--- src/rtl/ising_pkt_decoder_pkg.sv ---
// Shared packet type codes, opcodes, field positions and sequencer states.
// No logic, constants and types only.
// Imported by the decoder, its interface users and the instruction FIFO.
package ising_pkt_pkg;

  // Packet type codes carried in pkt[31:29]
  localparam logic [2:0] PKT_IDLE = 3'd0;
  localparam logic [2:0] PKT_INST = 3'd1;
  localparam logic [2:0] PKT_PARA = 3'd2;
  localparam logic [2:0] PKT_SPIN = 3'd4;
  localparam logic [2:0] PKT_UART = 3'd7;

  // Opcodes carried in pkt[28:23]
  localparam logic [5:0] OP_FMSIG = 6'h01;
  localparam logic [5:0] OP_FJSIG = 6'h02;
  localparam logic [5:0] SET_T    = 6'h04;
  localparam logic [5:0] SET_CK   = 6'h05;
  localparam logic [5:0] SET_PK   = 6'h06;

  // Field bit positions
  localparam int TYPE_MSB   = 31;
  localparam int TYPE_LSB   = 29;
  localparam int OP_MSB     = 28;
  localparam int OP_LSB     = 23;
  localparam int FLAGS_MSB  = 22;  // {flip, first, up, lr}
  localparam int FLAGS_LSB  = 19;
  localparam int VAL_MSB    = 15;  // instruction addr / parameter value
  localparam int VAL_LSB    = 0;
  localparam int SNUM_MSB   = 23;
  localparam int SNUM_LSB   = 17;
  localparam int SIDX_MSB   = 16;
  localparam int SIDX_LSB   = 1;
  localparam int SSTATE_BIT = 0;

  // Parameter sequencer states
  typedef enum logic [1:0] {
    S_WAIT_T  = 2'd0,
    S_WAIT_PK = 2'd1,
    S_WAIT_CK = 2'd2,
    S_READY   = 2'd3
  } seq_state_t;

  // One queued instruction toward the PE array (26 bits)
  typedef struct packed {
    logic [5:0]  opcode;
    logic [3:0]  flags;
    logic [15:0] addr;
  } inst_t;

endpackage

--- src/rtl/ising_pkt_decoder_if.sv ---
// Ready/valid instruction channel from the decoder to the spin PE array.
// No storage; latency is that of the producer.
// Head is held while valid && !ready; consumer pops with ready.
interface ising_pkt_decoder_if;
  logic        valid;
  logic        ready;
  logic [5:0]  opcode;
  logic [3:0]  flags;
  logic [15:0] addr;

  modport master (output valid, output opcode, output flags, output addr, input ready);
  modport slave  (input valid, input opcode, input flags, input addr, output ready);
endinterface

--- src/rtl/ising_pkt_decoder_fifo.sv ---
// First-word-fall-through instruction FIFO with occupancy count.
// Write to an empty FIFO is visible on the head one edge later.
// Push ignored when full (a same-cycle pop does not make room); pop ignored when empty.
module ising_inst_fifo
  import ising_pkt_pkg::*;
#(
  parameter int DEPTH = 16,
  localparam int AW = $clog2(DEPTH),
  localparam int CW = AW + 1
) (
  input  logic          clk,
  input  logic          rst,
  input  logic          push,
  input  inst_t         push_dat,
  input  logic          pop,
  output inst_t         head_dat,
  output logic          full,
  output logic          empty,
  output logic [CW-1:0] count
);

  inst_t         mem [DEPTH];
  logic [AW-1:0] wr_ptr;
  logic [AW-1:0] rd_ptr;
  logic          do_push;
  logic          do_pop;

  assign full     = (count == CW'(DEPTH));
  assign empty    = (count == '0);
  assign do_push  = push && !full;
  assign do_pop   = pop && !empty;
  // Head forced to zero when empty so stale storage never leaks out
  assign head_dat = empty ? '0 : mem[rd_ptr];

  // Storage write; contents need no reset because pointers define validity
  always_ff @(posedge clk) begin
    if (do_push) mem[wr_ptr] <= push_dat;
  end

  // Pointer and occupancy bookkeeping
  always_ff @(posedge clk or posedge rst) begin
    if (rst) begin
      wr_ptr <= '0;
      rd_ptr <= '0;
      count  <= '0;
    end else begin
      if (do_push) wr_ptr <= wr_ptr + 1'b1;
      if (do_pop)  rd_ptr <= rd_ptr + 1'b1;
      case ({do_push, do_pop})
        2'b10:   count <= count + 1'b1;
        2'b01:   count <= count - 1'b1;
        default: count <= count;
      endcase
    end
  end

endmodule

--- src/rtl/ising_pkt_decoder.sv ---
// Decodes the controller packet stream into parameter regs, an instruction FIFO and a spin-load port.
// Registers/strobes update one edge after the packet; instruction head appears one edge after push.
// Input has no backpressure: instructions arriving at a full FIFO are dropped and flagged.
module ising_pkt_decoder
  import ising_pkt_pkg::*;
#(
  parameter int FIFO_DEPTH = 16,
  parameter int CNT_W      = 16
) (
  input  logic                 clk,
  input  logic                 rst,
  input  logic [31:0]          pkt_in,
  ising_pkt_decoder_if.master  ins,
  output logic [15:0]          t_reg,
  output logic [15:0]          pk_reg,
  output logic [15:0]          ck_reg,
  output logic                 params_ready,
  output logic [CNT_W-1:0]     round_cnt,
  output logic                 spin_we,
  output logic [6:0]           spin_num,
  output logic [15:0]          spin_index,
  output logic                 spin_state,
  output logic                 ovf_err,
  output logic                 seq_err,
  output logic                 bad_pkt
);

  localparam int FCW = $clog2(FIFO_DEPTH) + 1;

  logic [2:0]     pkt_type;
  logic [5:0]     pkt_op;
  logic [15:0]    pkt_val;
  logic           is_inst;
  logic           is_para;
  logic           is_spin;
  logic           is_bad;
  logic           ins_room;
  inst_t          push_dat;
  inst_t          head_dat;
  logic           fifo_full;
  logic           fifo_empty;
  logic [FCW-1:0] fifo_cnt;
  seq_state_t     state;

  assign pkt_type = pkt_in[TYPE_MSB:TYPE_LSB];
  assign pkt_op   = pkt_in[OP_MSB:OP_LSB];
  assign pkt_val  = pkt_in[VAL_MSB:VAL_LSB];

  assign is_inst  = (pkt_type == PKT_INST);
  assign is_para  = (pkt_type == PKT_PARA);
  assign is_spin  = (pkt_type == PKT_SPIN);
  // Idle and UART-return types fall through silently; everything else unknown is reserved
  assign is_bad   = !(pkt_type inside {PKT_IDLE, PKT_INST, PKT_PARA, PKT_SPIN, PKT_UART});

  // Room is judged on start-of-cycle occupancy, so a concurrent pop never admits a push
  assign ins_room = (fifo_cnt < FCW'(FIFO_DEPTH));

  assign push_dat.opcode = pkt_op;
  assign push_dat.flags  = pkt_in[FLAGS_MSB:FLAGS_LSB];
  assign push_dat.addr   = pkt_val;

  ising_inst_fifo #(.DEPTH(FIFO_DEPTH)) u_fifo (
    .clk      (clk),
    .rst      (rst),
    .push     (is_inst && ins_room),
    .push_dat (push_dat),
    .pop      (ins.valid && ins.ready),
    .head_dat (head_dat),
    .full     (fifo_full),
    .empty    (fifo_empty),
    .count    (fifo_cnt)
  );

  assign ins.valid  = !fifo_empty;
  assign ins.opcode = head_dat.opcode;
  assign ins.flags  = head_dat.flags;
  assign ins.addr   = head_dat.addr;

  // Parameter sequencer with its registers, round counter and sticky error flags
  always_ff @(posedge clk or posedge rst) begin
    if (rst) begin
      state        <= S_WAIT_T;
      params_ready <= 1'b0;
      t_reg        <= '0;
      pk_reg       <= '0;
      ck_reg       <= '0;
      round_cnt    <= '0;
      ovf_err      <= 1'b0;
      seq_err      <= 1'b0;
    end else begin
      if (is_inst) begin
        if (fifo_full)     ovf_err <= 1'b1;
        if (!params_ready) seq_err <= 1'b1;
      end
      if (is_para) begin
        case (pkt_op)
          SET_T: begin
            t_reg <= pkt_val;
            if (state == S_WAIT_T || state == S_READY) begin
              state        <= S_WAIT_PK;
              params_ready <= 1'b0;
            end else begin
              seq_err <= 1'b1;
            end
          end
          SET_PK: begin
            pk_reg <= pkt_val;
            if (state == S_WAIT_PK) state <= S_WAIT_CK;
            else                    seq_err <= 1'b1;
          end
          SET_CK: begin
            ck_reg <= pkt_val;
            if (state == S_WAIT_CK) begin
              state        <= S_READY;
              params_ready <= 1'b1;
              round_cnt    <= round_cnt + 1'b1;
            end else begin
              seq_err <= 1'b1;
            end
          end
          default: seq_err <= 1'b1;
        endcase
      end
    end
  end

  // Spin-load strobe and reserved-type pulse; spin fields hold between loads
  always_ff @(posedge clk or posedge rst) begin
    if (rst) begin
      spin_we    <= 1'b0;
      spin_num   <= '0;
      spin_index <= '0;
      spin_state <= 1'b0;
      bad_pkt    <= 1'b0;
    end else begin
      spin_we <= is_spin;
      bad_pkt <= is_bad;
      if (is_spin) begin
        spin_num   <= pkt_in[SNUM_MSB:SNUM_LSB];
        spin_index <= pkt_in[SIDX_MSB:SIDX_LSB];
        spin_state <= pkt_in[SSTATE_BIT];
      end
    end
  end

endmodule

--- src/flat_wrapper.sv ---
// flat-port wrapper written by rule: the top's interface ports become plain ports
module ising_pkt_decoder_flat import ising_pkt_pkg::*;
#(
  parameter int FIFO_DEPTH = 16,
  parameter int CNT_W      = 16
)
  (clk, rst, pkt_in, t_reg, pk_reg, ck_reg, params_ready, round_cnt, spin_we, spin_num, spin_index, spin_state, ovf_err, seq_err, bad_pkt, ins_valid, ins_opcode, ins_flags, ins_addr, ins_ready);
  ising_pkt_decoder_if ins_i ();
  input  logic clk;
  input  logic rst;
  input  logic [31:0] pkt_in;
  output logic [15:0] t_reg;
  output logic [15:0] pk_reg;
  output logic [15:0] ck_reg;
  output logic params_ready;
  output logic [CNT_W-1:0] round_cnt;
  output logic spin_we;
  output logic [6:0] spin_num;
  output logic [15:0] spin_index;
  output logic spin_state;
  output logic ovf_err;
  output logic seq_err;
  output logic bad_pkt;
  output wire logic [$bits(ins_i.valid)-1:0] ins_valid;
  output wire logic [$bits(ins_i.opcode)-1:0] ins_opcode;
  output wire logic [$bits(ins_i.flags)-1:0] ins_flags;
  output wire logic [$bits(ins_i.addr)-1:0] ins_addr;
  input wire logic [$bits(ins_i.ready)-1:0] ins_ready;
  assign ins_valid = ins_i.valid;
  assign ins_opcode = ins_i.opcode;
  assign ins_flags = ins_i.flags;
  assign ins_addr = ins_i.addr;
  assign ins_i.ready = ins_ready;
  ising_pkt_decoder #(.FIFO_DEPTH(FIFO_DEPTH), .CNT_W(CNT_W)) u_core (.clk(clk), .rst(rst), .pkt_in(pkt_in), .ins(ins_i), .t_reg(t_reg), .pk_reg(pk_reg), .ck_reg(ck_reg), .params_ready(params_ready), .round_cnt(round_cnt), .spin_we(spin_we), .spin_num(spin_num), .spin_index(spin_index), .spin_state(spin_state), .ovf_err(ovf_err), .seq_err(seq_err), .bad_pkt(bad_pkt));
endmodule
--- config.mk ---
export PLATFORM = sky130hd
export DESIGN_NAME = ising_pkt_decoder_flat
export DESIGN_NICKNAME = d
export VERILOG_FILES = /design/src/rtl/ising_pkt_decoder_pkg.sv /design/src/rtl/ising_pkt_decoder_if.sv /design/src/rtl/ising_pkt_decoder_fifo.sv /design/src/rtl/ising_pkt_decoder.sv /design/src/flat_wrapper.sv
export SDC_FILE = /design/constraint.sdc
export NUM_CORES = 1
export LEC_CHECK = 0
export BUFFER_PORTS_ARGS = -buffer_cell sky130_fd_sc_hd__buf_2
export CORE_MARGIN = 2
export CORE_UTILIZATION = 40
export CTS_BUF_LIST = sky130_fd_sc_hd__clkbuf_16
export DETAILED_ROUTE_END_ITERATION = 6
export GPL_ROUTABILITY_DRIVEN = 0
export PLACE_DENSITY_LB_ADDON = 0.3
export SLEW_MARGIN = 20
export SYNTH_ARGS = -nofsm -noshare
export SYNTH_HDL_FRONTEND = slang
export SYNTH_HIERARCHICAL = 1
export SYNTH_SLANG_ARGS = --single-unit
--- constraint.sdc ---
create_clock -name clk -period 10.66 [get_ports clk]
set_clock_uncertainty 0.15 [all_clocks]
set_input_delay 0.533 -clock clk [delete_from_list [all_inputs] [get_ports clk]]
set_output_delay 0.533 -clock clk [all_outputs]
set_load 0.03 [all_outputs]
==> key figures <==
Outcome
  • Outcome: finished, final reports clean

Yosys
  • Area of the mapped netlist: 20,600 sq um
  • Post-Syn Instances: 997
  • Mapped Nets: 1,044
  • Avg Synthesized Cell Area: 20.6 sq um
  • Sequential share of the synthesized area: 0.739
  • Number of enable-type register cells in the synthesized netlist: 416
  • Proportion of synthesized flip-flops having asynchronous set or reset: 0.206
  • Distinct cell type count after synthesis: 51
  • Total of flip-flops plus latches after synthesis: 524
  • Ys flop type: edfxtp_1
  • Count of yosys warnings during synthesis: 6

Clock tree
  • Clock input transition at the sequential cells of the worst setup and hold paths: 60 ps
  • Clock Latency Late Sink: 590 ps
  • Clock root buffer: clkbuf_16
  • Hold-fix buffers at CTS: 4
  • Post-CTS Setup Bufs: 0
  • Clock tree from TritonCTS: built
  • Maximum level of the CTS H-tree: 2
  • Clock sinks: 524
  • Clock Path Buffers: 3
  • Post_cts resized: 0
  • Num CTS Buffers: 54

Pwr
  • Final Power: 5.95 mW
  • Internal portion of total power: 4.14 mW
  • Combinational share of power: 0.270
  • Switching power total: 1.81 mW
  • Switching power share of the total: 0.304
  • Worst supply voltage drop on vdd: 0.126 mV
  • Sequential power share: 0.406
  • Areal power density over the cells: 246 nW/um^2
  • Cell leakage power: 8.74 nW
  • Clk network pwr share: 0.324

Finish
  • Net count reported at finish: 1,235
  • Filler cells: 4,319
  • Flip-flop count of the largest register, all copies and words added: 416
  • Largest reg by FF count: u_core/u_fifo/mem
  • Total area of sequential cells: 15,200 sq um
  • Final core utilization: 0.473
  • Diodes inserted: 0
  • Share of cells above drive strength 1: 0.406
  • Synth-to-layout area growth: 17.5%
  • Combined area of the multi-input logic cells: 5160 sq um

GRT
  • Global-route wire length before repair: 68,900 microns
  • Vias in the first global route: 10,609
  • Overall overflow remaining after global route: 0
  • Maximum number of pins on one net before global-route repair: 65
  • Number of antenna violations at the first check in global routing: 1
  • Global Route Usage Sum: 0.175

Routing
  • Per-cell routed wire length: 24.2 microns
  • Remaining routing DRC violations: 0
  • Number of vias after detailed routing: 10,167
  • Via density: 5.31
  • Starting DRC count in detailed routing: 866
  • Post-DRT Antenna Nets: 0
  • Detailed Route WL: 46,200 microns
  • Iteration count of the initial detailed-routing pass: 5

Timing
  • Final hold viol count: 0
  • Smallest setup slack after layout: 5800 ps
  • Slew of the pin with the lowest slew margin: 1120 ps
  • Relative max-transition margin: 0.255
  • Total negative slack: 0 ps
  • Setup violations, final: 0
  • Shortest period the worst path allows: 4860 ps
  • F_max: 0.206 GHz
  • Unrepaired setup endpoints after global routing: false
  • Final period utilization: 0.456
  • Max-slew violation total from the final report: 0

Critical path
  • Critical path peak fanout: 40
  • CP Data Arrival Time: 4170 ps
  • Endpoint kind of the worst setup timing path: primary output
  • Critical path required time: 9980 ps
  • End of the worst register-to-register path: u_core/u_fifo/count[4]$_DFFE_PP0P_
  • Delay contributed by the slowest stage of the critical path: 850 ps
  • CP cell instances: buf_4, buf_4, mux4_2, mux2_2, a221o_1, buf_2
  • Buffers and inverters on the worst path: 3
  • Cell repeated most along the worst path: buf_4
  • Minimum setup slack among reg-to-reg paths: 7310 ps
  • Kind of launch point of the worst setup path: register
  • Count of cells along the worst register-to-register path: 11
  • CP Class: register to primary output
  • R2R Path Start: u_core/u_fifo/count[1]$_DFFE_PP0P_
  • Cell with the biggest individual delay on the critical path: dfrtp_4
  • Largest delay share family, worst path: buffers and inverters

Placement
  • Sum of net half-perimeters after detailed placement: 26,500 microns
  • Placement-stage worst setup slack: 6290 ps
  • Number of input and output port buffers inserted: 154

Die
  • Width of the die: 231 microns
  • Area of the core: 51,100 sq um
  • Io pins: 155
  • Row cnt: 83
  • Height of the die: 231 microns
  • Die area: 53,200 sq um
  • Initial Util: 0.402

Flow run
  • Max-cap viol count: 0

Hold path
  • Cell depth of the worst min-delay path: 2
  • Hold Path Class: input port to register
  • Hold Startpoint: pkt_in[29]
  • Worst Hold End: u_core/bad_pkt$_DFF_PP0_
## power groups by stage
stage	Combinational [mW]	Clock, mW	Sequential (mW)
floorplan	1.22	0	2.42
global placement	1.61	0	2.45
detailed placement	1.62	0	2.46
CTS	1.63	1.98	2.42
global route	1.72	2.05	2.43
finish	1.61	1.93	2.41
## cells in the mapped netlist (all sizes together) (2+ instances only)
library cell  number  area [sq um]
a21boi             2          15.0
a21o               2          15.0
a21oi              5          25.0
a221o             26           260
a31oi              2          12.5
and4               2          17.5
buf               38           229
clkbuf            10          38.8
dfrtp            108          2700
edfxtp           416         12500
ha                12           150
inv               10          37.5
mux2             101          1140
mux2i              3          30.0
mux4             104          2340
nand2             15          56.3
nand2b             4          25.0
nand3              9          45.0
nand3b             2          15.0
nand4              6          37.5
nand4b             3          32.5
nor2              26           110
nor2b             27           169
nor3              12          75.1
nor3b              5          47.5
nor4               2          12.5
nor4b              2          47.6
o211ai             2          28.8
o21ai              3          15.0
or4                2          22.5
xnor2             13           114
xor2              14           123
## through the flow
stage          area, sq um  hold WS [ps]  instances
4_1_cts              24100          72.6       1911
6_report             24200           122       1913
3_5_place_dp         22200           295       1806
2_1_floorplan        20600           260        997
5_1_grt              24200           118       1913
3_3_place_gp         22200           294       1804
## final cells by class
type | count | share of cell area
sequential | 524 | 0.629
multi-input combinational | 415 | 0.214
clock buffer | 54 | 0.0559
timing repair buffer | 183 | 0.0446
tap | 680 | 0.0352
clock inverter | 47 | 0.0197
inverter | 10 | 0.00166
## worst register-to-register path: stages, from the launching register on
cell and delay [ps]:
dfrtp_1 480, or4_4 600, nor2_4 200, nor2b_1 80, a21boi_1 220, ha_1 380, xor2_1 190, ha_1 220
or2_2 280, a31oi_1 180, o31ai_1 100, xnor2_1 140
## worst max-delay path by stage
stage          slack, ps                                end  cells after the start                           startpoint
2_1_floorplan       6610  u_core/u_fifo/mem[3][0]$_DFFE_PP_                      6                           pkt_in[30]
3_3_place_gp        6330                      ins_opcode[2]                      6  u_core/u_fifo/rd_ptr[1]$_DFFE_PP0P_
3_5_place_dp        6290                      ins_opcode[2]                      6  u_core/u_fifo/rd_ptr[1]$_DFFE_PP0P_
4_1_cts             5660                      ins_opcode[1]                      6  u_core/u_fifo/rd_ptr[1]$_DFFE_PP0P_
5_1_grt             5560                      ins_opcode[2]                      6  u_core/u_fifo/rd_ptr[1]$_DFFE_PP0P_
6_report            5800                      ins_opcode[2]                      6  u_core/u_fifo/rd_ptr[1]$_DFFE_PP0P_
## kinds of logic after synthesis
| group | count (synthesis) | share of synthesized area |
|---|---|---|
| XOR/XNOR | 27 | 0.0115 |
| multiplexers | 208 | 0.171 |
| AND/OR/NAND/NOR | 121 | 0.0364 |
| adder cells (fa/ha/maj) | 12 | 0.00730 |
| flip-flops | 524 | 0.739 |
| buffers and inverters | 58 | 0.0149 |
| AO/OA/AOI/OAI | 47 | 0.0201 |
## routing by layer
metal | global-route usage | wire (microns) | up-vias
met5 | 0 | 0 | -
li1 | - | - | 4425
met1 | 0.242 | 20500 | 5404
met2 | 0.292 | 22700 | 278
met3 | 0.0247 | 2140 | 60
met4 | 0.0506 | 870 | 0
## cell usage in the layout, fill, tap and decap left out, types with 3 or more instances in the layout
cell type,netlist,routed
edfxtp_1,416,416
buf_2,21,154
dfrtp_1,108,105
mux4_2,104,104
mux2_2,101,101
clkbuf_16,0,54
nor2b_1,27,27
a221o_1,26,26
buf_4,4,21
inv_1,10,17
nand2_1,15,15
xor2_1,14,14
xnor2_1,13,13
clkinv_1,0,12
ha_1,12,12
clkinv_2,0,11
nor2_1,23,11
bufinv_16,0,9
nand3_1,9,9
nor2_4,1,9
nor3_2,3,7
nor2_2,2,6
nand4_1,6,6
a21oi_1,5,5
nor3_1,9,5
dlygate4sd3_1,0,4
nand2b_1,4,4
buf_16,0,4
clkinvlp_4,0,3
nor3b_1,3,3
mux2i_1,3,3
o21ai_0,3,3
Note: power is estimated with default switching activity, not from simulation.
